`src/rtl/hilo_pkg.sv`:
```
// Shared types and constants for the HI/LO register stage.
package hilo_pkg;

  typedef enum logic {
    IDLE = 1'b0,
    BUSY = 1'b1
  } state_e;

  localparam int DATA_W         = 32;
  localparam int CNT_W          = 6;
  localparam int MULT_CYCLES_DEF = 5;
  localparam int DIV_CYCLES_DEF  = 32;

endpackage

```
`src/rtl/hilo_latency_counter.sv`:
```
// Down-counter modelling mult/div latency; done is raised while the count sits at 1.
module hilo_latency_counter
  import hilo_pkg::*;
(
  input  logic             clk,
  input  logic             reset,
  input  logic             load,
  input  logic [CNT_W-1:0] load_val,
  output logic [CNT_W-1:0] cnt,
  output logic             done
);

  logic [CNT_W-1:0] cnt_q;
  logic [CNT_W-1:0] cnt_d;

  // Saturates at zero so an idle counter never wraps.
  always_comb begin
    cnt_d = cnt_q;
    if (load) begin
      cnt_d = load_val;
    end else if (cnt_q != '0) begin
      cnt_d = cnt_q - 1'b1;
    end
  end

  always_ff @(posedge clk) begin
    if (reset) begin
      cnt_q <= '0;
    end else begin
      cnt_q <= cnt_d;
    end
  end

  assign cnt  = cnt_q;
  assign done = (cnt_q == CNT_W'(1));

endmodule

```
`src/rtl/hilo_unit.sv`:
```
// HI/LO register stage with multi-cycle mult/div commit and collision stall.
// Optional build macro: DIV_ZERO_GUARD_EN (div-by-zero commit leaves HI/LO untouched).
module hilo_unit
  import hilo_pkg::*;
#(
  parameter int MULT_CYCLES = MULT_CYCLES_DEF,
  parameter int DIV_CYCLES  = DIV_CYCLES_DEF
) (
  input  logic        clk,
  input  logic        reset,
  input  logic        start_mult,
  input  logic        start_div,
  input  logic [31:0] in_hi,
  input  logic [31:0] in_lo,
  input  logic        div_zero,
  input  logic        mthi,
  input  logic        mtlo,
  input  logic [31:0] wdata,
  input  logic        rd_hi,
  input  logic        rd_lo,
  output logic [31:0] rdata,
  output logic        busy,
  output logic        stall,
  output logic [31:0] hi_q,
  output logic [31:0] lo_q
);

`ifdef DIV_ZERO_GUARD_EN
  localparam bit DZ_GUARD = 1'b1;
`else
  localparam bit DZ_GUARD = 1'b0;
`endif

  state_e            state_q, state_d;
  logic [DATA_W-1:0] hi_d, lo_d;
  logic [DATA_W-1:0] pend_hi_q, pend_hi_d;
  logic [DATA_W-1:0] pend_lo_q, pend_lo_d;
  logic              pend_dz_q, pend_dz_d;
  logic              cnt_load;
  logic [CNT_W-1:0]  cnt_val;
  logic [CNT_W-1:0]  cnt;
  logic              cnt_done;

  hilo_latency_counter u_cnt (
    .clk      (clk),
    .reset    (reset),
    .load     (cnt_load),
    .load_val (cnt_val),
    .cnt      (cnt),
    .done     (cnt_done)
  );

  assign busy  = (state_q == BUSY);
  assign stall = busy & (rd_hi | rd_lo | mthi | mtlo | start_mult | start_div);
  assign rdata = rd_hi ? hi_q : (rd_lo ? lo_q : '0);

  always_comb begin
    state_d   = state_q;
    hi_d      = hi_q;
    lo_d      = lo_q;
    pend_hi_d = pend_hi_q;
    pend_lo_d = pend_lo_q;
    pend_dz_d = pend_dz_q;
    cnt_load  = 1'b0;
    cnt_val   = '0;
    case (state_q)
      IDLE: begin
        // Direct writes land now; a start in the same cycle overwrites them at commit.
        if (mthi) hi_d = wdata;
        if (mtlo) lo_d = wdata;
        if (start_mult) begin
          pend_hi_d = in_hi;
          pend_lo_d = in_lo;
          pend_dz_d = 1'b0;
          cnt_load  = 1'b1;
          cnt_val   = CNT_W'(MULT_CYCLES);
          state_d   = BUSY;
        end else if (start_div) begin
          pend_hi_d = in_hi;
          pend_lo_d = in_lo;
          pend_dz_d = div_zero;
          cnt_load  = 1'b1;
          cnt_val   = CNT_W'(DIV_CYCLES);
          state_d   = BUSY;
        end
      end
      BUSY: begin
        if (cnt_done) begin
          if (!(pend_dz_q && DZ_GUARD)) begin
            hi_d = pend_hi_q;
            lo_d = pend_lo_q;
          end
          state_d = IDLE;
        end
      end
      default: state_d = IDLE;
    endcase
  end

  always_ff @(posedge clk) begin
    if (reset) begin
      state_q   <= IDLE;
      hi_q      <= '0;
      lo_q      <= '0;
      pend_hi_q <= '0;
      pend_lo_q <= '0;
      pend_dz_q <= 1'b0;
    end else begin
      state_q   <= state_d;
      hi_q      <= hi_d;
      lo_q      <= lo_d;
      pend_hi_q <= pend_hi_d;
      pend_lo_q <= pend_lo_d;
      pend_dz_q <= pend_dz_d;
    end
  end

endmodule

```
`config.mk`:
```
export PLATFORM = sky130hd
export DESIGN_NAME = hilo_unit
export DESIGN_NICKNAME = d
export VERILOG_FILES = /design/src/rtl/hilo_pkg.sv /design/src/rtl/hilo_latency_counter.sv /design/src/rtl/hilo_unit.sv
export SDC_FILE = /design/constraint.sdc
export NUM_CORES = 1
export LEC_CHECK = 0
export BUFFER_PORTS_ARGS = -buffer_cell sky130_fd_sc_hd__buf_2
export CORE_ASPECT_RATIO = 0.7
export CORE_MARGIN = 2
export CORE_UTILIZATION = 45
export DETAILED_ROUTE_END_ITERATION = 10
export PLACE_DENSITY = 0.79
export SLEW_MARGIN = 20
export SYNTH_ARGS = -nofsm -noshare
export SYNTH_HDL_FRONTEND = slang
export SYNTH_SLANG_ARGS = --single-unit
```
`constraint.sdc`:
```
create_clock -name clk -period 2.3 [get_ports clk]
set_clock_uncertainty 0.15 [all_clocks]
set_input_delay 0 -clock clk [delete_from_list [all_inputs] [get_ports clk]]
set_output_delay 0 -clock clk [all_outputs]
set_load 0.1 [all_outputs]
```
* Yosys cells after proc, flatten, opt, wreduce, memory -nomap -nowiden *
Cells that the tools add are included.

storage, ports and cells
  output and inout bits = 98
  register bits = 135
  word-level logic and storage cells = 46
  input port bits = 105

operators by class
  $add $sub $neg = 1
  muxes and demuxes = 22
  reduce and logical (&&, ||, !) cells = 6
  bitwise gates (word level) = 7
  eq/ne operators = 4

operators by type and width
  cell                                                                    count
  32-bit 2-to-1 mux                                                       10
  32-bit case mux with 2 select lines                                     2
  6-bit 2-to-1 mux                                                        5
  6-bit by 1-bit equality test with 1-bit output (second input constant)  1
  2-bit AND reduction                                                     3
  6-bit nonzero test                                                      1
  6-bit by 1-bit subtractor with 6-bit output (second input constant)     1
  1-bit bitwise OR                                                        5
  1-bit 2-to-1 mux                                                        4
  2-bit != test (second input constant)                                   2
  2-bit nonzero test                                                      2
  2-bit by 1-bit != test with 1-bit output (second input constant)        1
  1-bit case mux with 2 select lines                                      1
  1-bit bitwise AND                                                       1
  1-bit inverter                                                          1

* Longest topological paths before layout *
Gate-level depths: netlist (run 1).

  word-level depth = 6
  gate-level depth with buffers = 6
  depth with buffers taken out = 5

* Cells and area by module *
Synthesis (run 1) repeated with hierarchy kept, for this count alone.

second synthesis, totals
  cells, all modules = 761
  area total of the unflattened synthesis = 6,144.6 um2

modules (own cells, without submodules)
  module                cells each  seq. area each (um2)  area an instance (um2)  instances
  hilo_unit             716         2,582.5               5,755.5                 1
  hilo_latency_counter  45          120.1                 389.1                   1

* Least setup slack after synthesis (run 1) *
OpenSTA, ideal clock, no wires.

  path kind = flip-flop to output port
  from = register lo_q[0]
  to = output rdata[0]
  setup slack = -1.024 ns
  arrival = 3.174 ns
  path buffers = 0
  data required time = 2.150 ns
  cell stages (with the launch flop) = 3
  cells stage by stage = dfxtp_1 -> nand2_1 -> o21ai_0

between the ends
  word-level cells in the longest chain between the ends = 2

ends and longest elaborated chain
  what                             line              RTL
  start: declaration               hilo_unit.sv:25   output logic [31:0] lo_q
  start signal: assignment         hilo_unit.sv:111  lo_q <= lo_d;
  32-bit 2-to-1 mux (2 in series)  hilo_unit.sv:55   assign rdata = rd_hi ? hi_q : (rd_lo ? lo_q : '0);
  end: declaration                 hilo_unit.sv:21   output logic [31:0] rdata,

Every way passes these cells.

* Worst setup path after layout (run 1) *
  from = register state_q (netlist: busy)
  to = output stall

between the ends
  word-level cells in the longest chain between the ends = 1

ends and longest elaborated chain
  what                      line              RTL
  start: declaration        hilo_unit.sv:34   state_e state_q, state_d;
  start signal: assignment  hilo_unit.sv:109  state_q <= state_d;
  1-bit bitwise AND         hilo_unit.sv:54   assign stall = busy & (rd_hi | rd_lo | mthi | mtlo | start_mult | start_div);
  end: declaration          hilo_unit.sv:23   output logic stall,

Every way passes these cells.

==> impl_summary.md, run 1 <==
Logic synthesis
The count of state elements after synthesis is approximately 140. The count of unique library cells instantiated by Yosys is 40. The synthesized design contains 0 enable-type register cells.

The most frequently used cell type in the post-synthesis netlist is sky130_fd_sc_hd__nand2_1. The number of warnings reported in the yosys synthesis log is 0. The number of nets handed over by synthesis was just under 900. The post-synthesis cell area is 6440 sq um. In the synthesized netlist the async set-or-reset flop fraction comes to 0.

The dominant register cell in the synthesized netlist is sky130_fd_sc_hd__dfxtp_1. For this run, the register share of the synthesized area comes to 0.419. Of the post-synthesis cell area, the dominant cell type holds 0.419. Sorting the synthesized cells by area gives the leading types as sky130_fd_sc_hd__dfxtp_1 (42%), sky130_fd_sc_hd__nand2_1 (15%), sky130_fd_sc_hd__mux2i_1 (9.9%). The biggest area contributor in the post-synthesis netlist is sky130_fd_sc_hd__dfxtp_1. After synthesis, the mean cell area works out to about 8.3 sq um. The count of mapped cells out of synthesis is 781. By count the netlist is led by sky130_fd_sc_hd__nand2_1 (262), sky130_fd_sc_hd__dfxtp_1 (135), sky130_fd_sc_hd__a21oi_1 (66).

Setup path
STA classifies the critical path startpoint as a flip-flop. The highest net fanout along the worst path is 27. The cell count of the worst reg-to-reg path is 4. STA classifies the critical path endpoint as an output port. The worst path arrival time is roughly 1.8 ns. The critical path required time is approximately 2.2 ns. The critical path class is flip-flop to output port.

Drt
The iteration count of the initial detailed-routing pass is 4. The total number of vias is 6473. Using the TritonRoute via totals, the vias-per-cell ratio works out to 5.14.

The count of antenna-violating nets left after detailed routing is 0. The aggregate routed wire length is about 20000 microns. The routed length per placed instance is ~16 microns.

The detailed router put a total of 8520 microns of wire on met1. After detailed routing, the met3 layer carries about 1400 microns of wire. The detailed router used layers up to and including met4.

For this run, design rule violations remaining after detail routing come to 0. The number of design-rule violations left by the first detailed-router iteration is approximately 320. The routed length on met2 is a little under 10000 microns.

Clock tree
CTS placed an instance of sky130_fd_sc_hd__clkbuf_16 at the clock tree root. The number of H-tree branching levels is 4. The post-CTS clock slew at the launch and capture registers of the worst setup and hold paths is ~0.060 ns. The TritonCTS buffer count is 17. TritonCTS built the clock tree.

The number of buffers inserted to repair setup after CTS is 0. The maximum clock path buffer count is 2. The source-to-sink clock delay at the later pin of the worst-skew pair is 0.41 ns.

The tree built by TritonCTS fans out to approximately 140 sinks.

Global route
Entering global routing, the biggest net connects 130 pins. The first global-routing pass estimated roughly 33000 microns of wire. The aggregate global-route resource usage is 0.262. The number of global-route vias before repair is about 6500. The initial antenna violation count is 0. The overall overflow remaining after global route is 0.

Floorplanning
The die area is 15300 sq um. The count of standard-cell rows is 36. For this configuration, the core starts out at a cell density of 0.462. Pin placement for this block handled 203 I/O pins. From bottom edge to top edge, the die measures roughly 100 microns.

The floorplan step set the die width to 147 microns. After floorplanning, the core was sized to cover between 10000 and 15000 sq um.

Hold path
In this run the worst hold path is classified as primary input to flip-flop. The worst hold path was traced through 4 stages.

Power
The overall power is around 9 mW. Dividing total power by cell area gives a power density of between 900 and 1000 nW/um^2. For this design the static power due to leakage is 4.39 nW.

VDD sags by at most a little under 0.5 mV.

Final layout
The multi-input combinational cells in the finished layout cover a total of between 3000 and 4000 sq um. From synthesis to final layout, the design area changed by 47.8%. The area occupied by registers is between 2000 and 3000 sq um. The fraction of final layout cells sized beyond drive strength 1 is 0.313. The fill cell instance count of the final layout is ~1100.

The count of nets after finishing is 1164. The count of inserted antenna diode cells is 0. The count of non-filler cells in the finished layout is ~1300.

Timing
Adding up every negative setup slack in the final design gives 0 ns. The worst hold slack is ~0.1 ns. The worst pin sits at a relative slew slack of 0.441. The total of endpoints with negative setup slack in the final report is 0. Setup repair after global routing left no endpoint under its margin. The shortest period the worst path allows is 1.99 ns. The transition time of the tightest slew-check pin is between 0.8 and 0.9 ns. In the finished design, the share of the clock period the worst path needs comes to 0.867.

The achievable clock frequency is about 500 MHz. The number of slew-limit violations in the final report is 0. The count of endpoints failing hold in the final timing report is 0.

Placed design
At the end of routability-driven placement, the weighted congestion stood at between 0.8 and 0.9. The HPWL after detailed placement is 12200 microns. The number of placed instances, taps included, is between 1000 and 1500.

The quantity of I/O buffers inserted on ports is 201.

Job
The tool flagged a number of max-cap violations equal to 0.

Status
The run finished with clean final reports.
registers in the layout (all words and copies together), names as in the netlist:
signal	flops
busy	1
hi_q	32
lo_q	32
pend_hi_q	32
pend_lo_q	32
u_cnt.cnt	6
through the flow:
| step | setup slack, ns | util | cell area (sq um) |
|---|---|---|---|
| floorplan | 0.125 | - | 6570 |
| global placement | 0.494 | 0.566 | 7900 |
| detailed placement | 0.434 | 0.566 | 7900 |
| CTS | 0.290 | 0.682 | 9530 |
| global route | 0.208 | 0.682 | 9530 |
| finish | 0.306 | 0.682 | 9530 |
final cells by class:
cell class	count	area share
clock inverter	12	0.0197
inverter	5	0.00197
multi-input combinational	581	0.379
clock buffer	20	0.0469
sequential	135	0.284
tap	190	0.0250
timing repair buffer	316	0.244
power breakdown:
group | switching (mW) | internal [mW] | total [mW]
Sequential | 0.222 | 2.60 | 2.82
Clock | 1.06 | 1.87 | 2.93
Combinational | 2.25 | 0.952 | 3.20
Total | 3.53 | 5.42 | 8.95
metal layers:
layer / global-route usage / up-vias
met2: 0.456 / 262
li1: - / 3154
met5: 0 / -
met3: 0.0649 / 35
met4: 0.0831 / 0
met1: 0.319 / 3022
layout by cell type, fill, tap and decap left out, types with 3 or more instances in the layout:
| cell type | count |
|---|---|
| sky130_fd_sc_hd__buf_4 | 8 |
| sky130_fd_sc_hd__inv_6 | 5 |
| sky130_fd_sc_hd__bufinv_16 | 4 |
| sky130_fd_sc_hd__o21ai_2 | 32 |
| sky130_fd_sc_hd__buf_2 | 194 |
| sky130_fd_sc_hd__ha_1 | 3 |
| sky130_fd_sc_hd__buf_12 | 15 |
| sky130_fd_sc_hd__nor2_1 | 30 |
| sky130_fd_sc_hd__inv_1 | 4 |
| sky130_fd_sc_hd__or4_1 | 3 |
| sky130_fd_sc_hd__dfxtp_1 | 134 |
| sky130_fd_sc_hd__dlygate4sd3_1 | 99 |
| sky130_fd_sc_hd__mux2_2 | 38 |
| sky130_fd_sc_hd__mux2_1 | 16 |
| sky130_fd_sc_hd__nand2_1 | 262 |
| sky130_fd_sc_hd__nor2b_1 | 32 |
| sky130_fd_sc_hd__mux2i_1 | 64 |
| sky130_fd_sc_hd__a21oi_1 | 66 |
| sky130_fd_sc_hd__mux2_4 | 10 |
| sky130_fd_sc_hd__clkbuf_16 | 17 |
timing repair:
action | in CTS | in global routing
gates resized for setup | 0 | 0
endpoints found under the setup margin | 0 | 0
hold endpoints to repair | 131 | 0
hold buffers | 99 | 0
cell families (layout without fill, tap and decap cells):
logic type | after synthesis | count (layout) | share of synthesized area
simple gates | 335 | 335 | 0.215
flops | 135 | 135 | 0.419
mux | 128 | 128 | 0.217
compound gates | 113 | 113 | 0.0961
buf+inv | 65 | 353 | 0.0441
fa+ha+maj | 3 | 3 | 0.00582
xor+xnor | 2 | 2 | 0.00272
critical path, stage by stage (launching register included):
cell	delay, ns
sky130_fd_sc_hd__dfxtp_4	0.56
sky130_fd_sc_hd__buf_4	0.43
sky130_fd_sc_hd__o31a_2	0.26
sky130_fd_sc_hd__buf_12	0.18
final timing paths:
check                            start                        end  slack, ns
max                    busy$_SDFF_PP0_                      stall       0.31
min                               mtlo      lo_q[19]$_SDFFE_PP0P_       0.10
max reg2reg            busy$_SDFF_PP0_      hi_q[12]$_SDFFE_PP0P_       0.42
min reg2reg  pend_lo_q[6]$_SDFFE_PP0P_  pend_lo_q[6]$_SDFFE_PP0P_       0.30
(Power assumes the default switching activity.)
==> run 2, diff against run 1 <==
==> constraint.sdc (replaced) <==
create_clock -name clk -period 2.3 [get_ports clk]
set_clock_uncertainty 0.15 [all_clocks]
set_input_delay 0.115 -clock clk [delete_from_list [all_inputs] [get_ports clk]]
set_output_delay 0.115 -clock clk [all_outputs]
set_load 0.1 [all_outputs]
==> impl_summary.md, run 2 (synthesis gave the netlist of run 1 again) <==
Status
The run finished with clean final reports.

Setup path
The delay of the slowest critical-path stage is between 0.5 and 0.6 ns. The critical path in this run is classified as flip-flop to output port. The worst flop-to-flop path startpoint is u_cnt.cnt[1]$_SDFFE_PP0P_. For flop-to-flop paths, the worst setup slack is between 0.3 and 0.4 ns. The kind of start point of the critical path is a flip-flop.

Counting cells, the worst reg-to-reg path comes to 5. For the worst setup path, the data arrival time is roughly 1.7 ns. The highest net fanout along the worst path is 21.

The standard cell with the maximum stage delay on the critical path is sky130_fd_sc_hd__dfxtp_4. The type of destination of the critical path is an output port. The number of buffers and inverters on the critical path is 2.

The signal on the critical path passes through buf_4 > o31a_2 > buf_12. Grouping stages by cell kind, the critical path spends the most delay in buffers and inverters. STA puts the critical path data required time at roughly 2 ns.

The worst flop-to-flop path endpoint is lo_q[20]$_SDFFE_PP0P_.

Timing
The clock period could shrink to slightly below 2 ns. Hold timing on the final database bottoms out at a slack of 0.0293 ns. The slack of the critical path is 0.347 ns. Setup repair after global routing left no endpoint under its margin. The number of slew-limit violations in the final report came to 0. The post-route fraction of the period consumed by the critical path is 0.849. The worst slew slack as a fraction of its limit is 0.616. The total of endpoints with negative setup slack in the final report is 0. In the final timing run, aggregate negative setup slack is 0 ns. The count of endpoints failing hold in the final timing report is 0.

The transition time of the tightest slew-check pin is between 0.5 and 0.6 ns. The achievable clock frequency is between 500 and 600 MHz.

Drt
The remaining routing DRC violations is 0. The total number of vias is 6500. In the routed layout, each cell is associated on average with a via count of 5.17. Dividing the detail-routed wire length by the instance count gives 16.1 microns. The count of nets left with antenna violations once routing finished came out at 0. For this block, the initial DRC count from the detailed router was 340.

After detailed routing, the total wire length is roughly 20000 microns. The first TritonRoute pass finished after 4 iterations.

Floorplanning
The die covers 15300 sq um. In this run the horizontal extent of the chip is ~150 microns. After floorplanning, the core was sized to cover between 10000 and 15000 sq um. The I/O pin total is a little over 200. The die boundary height is ~100 microns. The count of standard-cell rows is 36. The initial utilization of the core area, before any placement, comes to 0.462.

Global route
For met3 alone, demand over resource in global routing was 0.0627. The aggregate global-route resource usage is 0.267. The global routing usage on met1 is 0.320. The highest-utilization routing layer at the global route stage is met2. The number of global-route vias before repair is between 6000 and 7000. The initial antenna violation count is 0. For this run the aggregate overflow at the end of global routing stands at 0. The wire length of the first global-routing pass is between 30000 and 40000 microns.

The met2 track utilization from global routing is 0.464. The pin count of the biggest net entering global routing is 130.

Power
The static leakage power is roughly 4.5 nW. The sequential cell fraction of total power is 0.306. The clock share of power is 0.331. The internal power of the cells totals around 5.6 mW. The worst voltage drop across the vdd grid is just over 0.5 mV. Summed over all nets, the switching power comes to approximately 3.6 mW. The power per unit of standard cell area is slightly above 900 nW/um^2. Of the total power, the share spent switching nets is 0.388.

The share of total power dissipated in combinational logic is 0.363.

Hold path
The beginning of the worst hold path is wdata[17]. The endpoint of the worst hold-timing path is lo_q[17]$_SDFFE_PP0P_. The tightest min-delay check is of the primary input to flip-flop type. The number of stages on the worst hold path is 4.

Clock tree
Buffers inserted during clock tree synthesis total 17. TritonCTS built the clock tree. Clock-pin slew was measured on the worst setup and hold paths at about 0.06 ns. The maximum clock path buffer count is 2. The source-to-sink clock delay at the later pin of the worst-skew pair is 0.41 ns. Gates resized during post-CTS repair numbered 0. The number of H-tree branching levels is 4. The cell at the root of the clock tree is sky130_fd_sc_hd__clkbuf_16. Clock tree synthesis found a total of roughly 140 sinks.

Final layout
For this run, the post-layout net count is approximately 1200. The count of inserted antenna diode cells is 0. The area growth from synthesis to layout is 53.7%. The top cell types in the final layout, fill and taps aside, are sky130_fd_sc_hd__nand2_1 (262), sky130_fd_sc_hd__buf_2 (167), sky130_fd_sc_hd__dfxtp_1 (134). The fraction of final layout cells sized beyond drive strength 1 is 0.316. The leading cell type in the layout, fill and taps excluded is sky130_fd_sc_hd__nand2_1.

Measured on the finished design, the core utilization comes to 0.710. For this run, the number of standard cells in the final layout without fillers is roughly 1300.

Placed design
The count of buffers added on input and output ports is 201. Before CTS, the worst setup slack after placement is 0.386 ns. The congestion estimate from routability-driven global placement came to 0.853.

The cell total after placement is 1129. Detailed placement ended at an HPWL of ~12000 microns.

Job
The number of max-cap violations is 0.
run 2: final cells by class:
cell class	instances	area (sq um)
Tap cell	190	238
Clock inverter	13	216
Sequential cell	135	2710
Timing Repair Buffer	315	2680
Inverter	5	18.8
Fill cell	991	4060
Clock buffer	19	443
Multi-Input combinational cell	581	3610
run 2: stage by stage:
step                      total power, mW  instance area, sq um
after detailed placement             6.05                  8280
after floorplan                      5.23                  6570
final                                9.21                  9910
after global routing                 9.53                  9910
after CTS                            9.23                  9910
after global placement               6.00                  8280
run 2: routing by layer:
| layer | routed length, microns | vias to the layer above |
|---|---|---|
| li1 | - | 3141 |
| met1 | 8480 | 3058 |
| met2 | 9900 | 262 |
| met3 | 1440 | 39 |
| met4 | 489 | 0 |
| met5 | 0 | - |
run 2: worst max-delay path by stage:
| stage | from | slack [ns] | endpoint | cells past startpoint |
|---|---|---|---|---|
| floorplan | lo_q[0]$_SDFFE_PP0P_ | 0.09 | rdata[0] | 2 |
| global placement | u_cnt.cnt[1]$_SDFFE_PP0P_ | 0.43 | lo_q[20]$_SDFFE_PP0P_ | 5 |
| detailed placement | u_cnt.cnt[1]$_SDFFE_PP0P_ | 0.39 | lo_q[19]$_SDFFE_PP0P_ | 5 |
| CTS | busy$_SDFF_PP0_ | 0.32 | stall | 3 |
| global route | busy$_SDFF_PP0_ | 0.27 | stall | 3 |
| finish | busy$_SDFF_PP0_ | 0.35 | stall | 3 |
run 2: timing repair:
action                    CTS  global route
hold buffers               97             0
hold endpoints to repair  123             0
setup buffers               0             0
run 2: power groups by stage:
stage | sequential [mW] | combinational, mW | clock [mW]
2_1_floorplan | 3.74 | 1.49 | 0
3_3_place_gp | 2.84 | 3.16 | 0
3_5_place_dp | 2.85 | 3.19 | 0
4_1_cts | 2.81 | 3.34 | 3.09
5_1_grt | 2.85 | 3.50 | 3.18
6_report | 2.81 | 3.34 | 3.05
run 2: worst min-delay path, stage by stage:
cell	delay, ns
sky130_fd_sc_hd__buf_2	0.12
sky130_fd_sc_hd__mux2_2	0.15
sky130_fd_sc_hd__nand2_1	0.05
sky130_fd_sc_hd__mux2i_1	0.10
==> run 3, diff against run 2 <==
--- a/config.mk
+++ b/config.mk
@@ -5,6 +5,7 @@
 export SDC_FILE = /design/constraint.sdc
 export NUM_CORES = 1
 export LEC_CHECK = 0
+export ABC_AREA = 1
 export BUFFER_PORTS_ARGS = -buffer_cell sky130_fd_sc_hd__buf_2
 export CORE_ASPECT_RATIO = 0.7
 export CORE_MARGIN = 2
==> constraint.sdc (replaced) <==
create_clock -name clk -period 2 [get_ports clk]
set_clock_uncertainty 0.15 [all_clocks]
set_input_delay 0.1 -clock clk [delete_from_list [all_inputs] [get_ports clk]]
set_output_delay 0.1 -clock clk [all_outputs]
set_load 0.1 [all_outputs]
==> impl_summary.md, run 3 <==
Status
The run finished with clean final reports.

Clock tree
The clock passes through at most 2 buffers. The number of clock sinks seen by CTS is approximately 140. The TritonCTS buffer count is 17. At the later pin of the worst-skew pair, clock insertion delay measures around 0.41 ns.

The number of buffers inserted to repair setup after CTS is 0. The post-CTS clock slew at the launch and capture registers of the worst setup and hold paths is 0.06 ns. The number of H-tree branching levels is 4. The cell at the root of the clock tree is sky130_fd_sc_hd__clkbuf_16.

TritonCTS built the clock tree.

Setup path
Measured in cells, the most critical reg-to-reg path has a length of 8. Data on the critical path is required at its endpoint by 1.75 ns. In this run the worst path has a maximum fanout of 2. The worst setup path is captured at an output port. The beginning of the critical path is start_div. The worst setup path is of the primary input to output port kind.

The reg2reg setup slack is ~0.17 ns. Data arrives at the worst endpoint at approximately 1.7 ns. In this run the critical register-to-register path is launched from u_cnt.cnt[1]$_SDFFE_PP0P_. STA classifies the critical path startpoint as a primary input.

Timing
The achievable clock frequency is 523 MHz. On the final layout, the worst hold slack is 0.184 ns. The worst slew slack as a fraction of its limit is 0.648. Setup repair after global routing left no endpoint under its margin. Once routing completed, OpenROAD measured the worst setup slack at roughly 0.090 ns.

The count of endpoints failing hold in the final timing report is 0. Setup violations remaining at the end of the flow were counted as 0. At the pin with the least slew margin, the transition time is 0.532 ns. The worst path needs between 1.5 and 2 ns of the cycle, external delays included. The post-route fraction of the period consumed by the critical path is 0.955. The number of slew-limit violations in the final report is 0. The sum of negative setup slack is 0 ns.

Power
For this design the ratio of total power to cell area is approximately 1100 nW/um^2. The overall power is between 10 and 15 mW. The static leakage power is between 4 and 5 nW. The worst-case IR drop observed on VDD is 0.574 mV.

Logic synthesis
Each instance of the synthesized netlist takes up on average between 6 and 7 sq um. The biggest area consumer among synthesized cells is sky130_fd_sc_hd__dfxtp_1. Yosys mapped a number of flops with a built-in enable equal to 0. In the synthesized netlist the async set-or-reset flop fraction comes to 0.

The count of mapped cells out of synthesis is 962. The share of synthesized area in the top cell type comes to 0.415. Ranked by instance count, the synthesized netlist is headed by sky130_fd_sc_hd__nor2_1 (184), sky130_fd_sc_hd__nand2_1 (159), sky130_fd_sc_hd__o21ai_0 (138).

The number of warnings reported in the yosys synthesis log is 0. For this run, the register share of the synthesized area comes to 0.415. The synthesized net count is 1070. The dominant register cell in the synthesized netlist is sky130_fd_sc_hd__dfxtp_1. Ranked by total cell area, the synthesized netlist is headed by sky130_fd_sc_hd__dfxtp_1 (42%), sky130_fd_sc_hd__nor2_1 (11%), sky130_fd_sc_hd__o21ai_0 (11%). The count of unique library cells instantiated by Yosys is 24. After synthesis the netlist holds a flip-flop and latch count of about 140. The synthesized netlist occupies a cell area of about 6500 sq um. sky130_fd_sc_hd__nor2_1 is the most common cell in the netlist.

Final layout
The count of inserted antenna diode cells is 0. Of the cells placed in the final design, the portion with a size suffix greater than 1 is 0.281. From synthesis to final layout, the design area changed by 52.8%. In the final design database the tool counted between 1000 and 1500 nets.

Once layout is complete, the cells apart from fillers number around 1400. Fill cells in the final layout number approximately 1100. The leading cell type in the layout, fill and taps excluded is sky130_fd_sc_hd__nor2_1. Leaving out fill and tap cells, the most frequent cells in the layout are sky130_fd_sc_hd__nor2_1 (184), sky130_fd_sc_hd__buf_2 (179), sky130_fd_sc_hd__nand2_1 (158).

Global route
The number of global-route vias before repair came to between 6000 and 7000. The overall overflow remaining after global route is 0. The pin count of the biggest net entering global routing is 75. The initial antenna violation count came to 1. The wire length of the first global-routing pass is between 30000 and 40000 microns. For this run, the total global-route usage over all layers was measured as 0.293.

Hold path
In this run the worst hold path is classified as primary input to flip-flop. The startpoint identified for the worst hold timing path is mtlo. The number of stages on the worst hold path is 6.

Floorplanning
The floorplan has 36 rows. The total area inside the core boundary comes to 14000 sq um. The die is between 100 and 150 microns tall.

In this run the horizontal extent of the chip is approximately 150 microns. The I/O pin total is ~200. The starting density of the core is 0.465. The die area is ~15000 sq um.

Drt
After detailed routing, the average wire length per cell comes to roughly 16 microns. The remaining routing DRC violations is 0. The vias per cell is a little over 5. The number of design-rule violations left by the first detailed-router iteration is 601. The final route contains 7297 vias. Once detail routing completed, the nets flagged for antenna violations numbered 0. The routed design has 22900 microns of wire.

The iteration count of the initial detailed-routing pass is 5.

Placed design
The pre-CTS setup slack is about 0.19 ns. The cell total after placement is roughly 1300. The count of buffers added on input and output ports is 201. The HPWL after detailed placement is 13900 microns. At the end of routability-driven placement, the weighted congestion stood at roughly 0.89.

Job
The number of max-cap violations is 0.
## run 3: changes by cell type in the layout (fill, tap and decap cells not counted), moves of 38 or more
cell,delta
sky130_fd_sc_hd__mux2i_1,-64
sky130_fd_sc_hd__mux2_2,-38
sky130_fd_sc_hd__nor2_1,+154
sky130_fd_sc_hd__o21ai_0,+105
sky130_fd_sc_hd__inv_1,+106
sky130_fd_sc_hd__nand3_1,+79
sky130_fd_sc_hd__nand2_1,-104
## run 3: what timing repair did
action                                  CTS  global route
endpoints found under the hold margin   127             0
hold buffers                             99             0
resized for setup                         0             2
endpoints found under the setup margin    0             3
## run 3: critical path, cell delays in order
cell                            delay (ns)
sky130_fd_sc_hd__dlygate4sd3_1        0.54
sky130_fd_sc_hd__buf_2                0.13
sky130_fd_sc_hd__or2_2                0.28
sky130_fd_sc_hd__nor3_1               0.13
sky130_fd_sc_hd__nand2_1              0.08
sky130_fd_sc_hd__nand2_1              0.12
sky130_fd_sc_hd__clkinvlp_4           0.11
sky130_fd_sc_hd__buf_12               0.17
## run 3: metal layers
| layer | vias up | GRT usage | wire [microns] |
|---|---|---|---|
| met5 | - | 0 | 13 |
| met4 | 2 | 0.0824 | 480 |
| met3 | 47 | 0.0633 | 1960 |
| met2 | 376 | 0.468 | 10300 |
| met1 | 3296 | 0.400 | 10200 |
| li1 | 3576 | - | - |
## run 3: layout make-up
class                      count  area (sq um)  share of cell area
clock buffer                  17           425              0.0428
clock inverter                15           190              0.0191
inverter                     115           442              0.0444
multi-input combinational    646          3340               0.336
sequential                   135          2740               0.276
tap                          190           238              0.0239
timing repair buffer         319          2570               0.258
## run 3: power by group
group          switching (mW)  internal [mW]  total, mW  leakage, nW
combinational            3.31           1.15       4.47         3.38
clock                    1.28           1.99       3.28        0.294
sequential              0.210           3.06       3.27         1.13
total                    4.81           6.21       11.0         4.80
## run 3: logic make-up (layout without fill, tap and decap cells)
group / after synthesis / in the layout / share of synthesized area
AO/OA/AOI/OAI: 184 / 184 / 0.142
XOR/XNOR: 1 / 1 / 0.00135
adder cells (fa/ha/maj): 3 / 3 / 0.00577
buffers and inverters: 181 / 466 / 0.128
flip-flops: 135 / 135 / 0.415
AND/OR/NAND/NOR: 458 / 458 / 0.308
## run 3: stage by stage
step	instance area, sq um	utilization
finish	9940	0.710
global route	9940	0.710
CTS	9940	0.710
detailed placement	8340	0.595
global placement	8340	0.595
floorplan	6910	-
## run 3: final timing paths
| kind | to |
|---|---|
| setup reg to reg | hi_q[2]$_SDFFE_PP0P_ |
| hold / removal | lo_q[18]$_SDFFE_PP0P_ |
| setup / recovery | stall |
| hold reg to reg | pend_lo_q[29]$_SDFFE_PP0P_ |
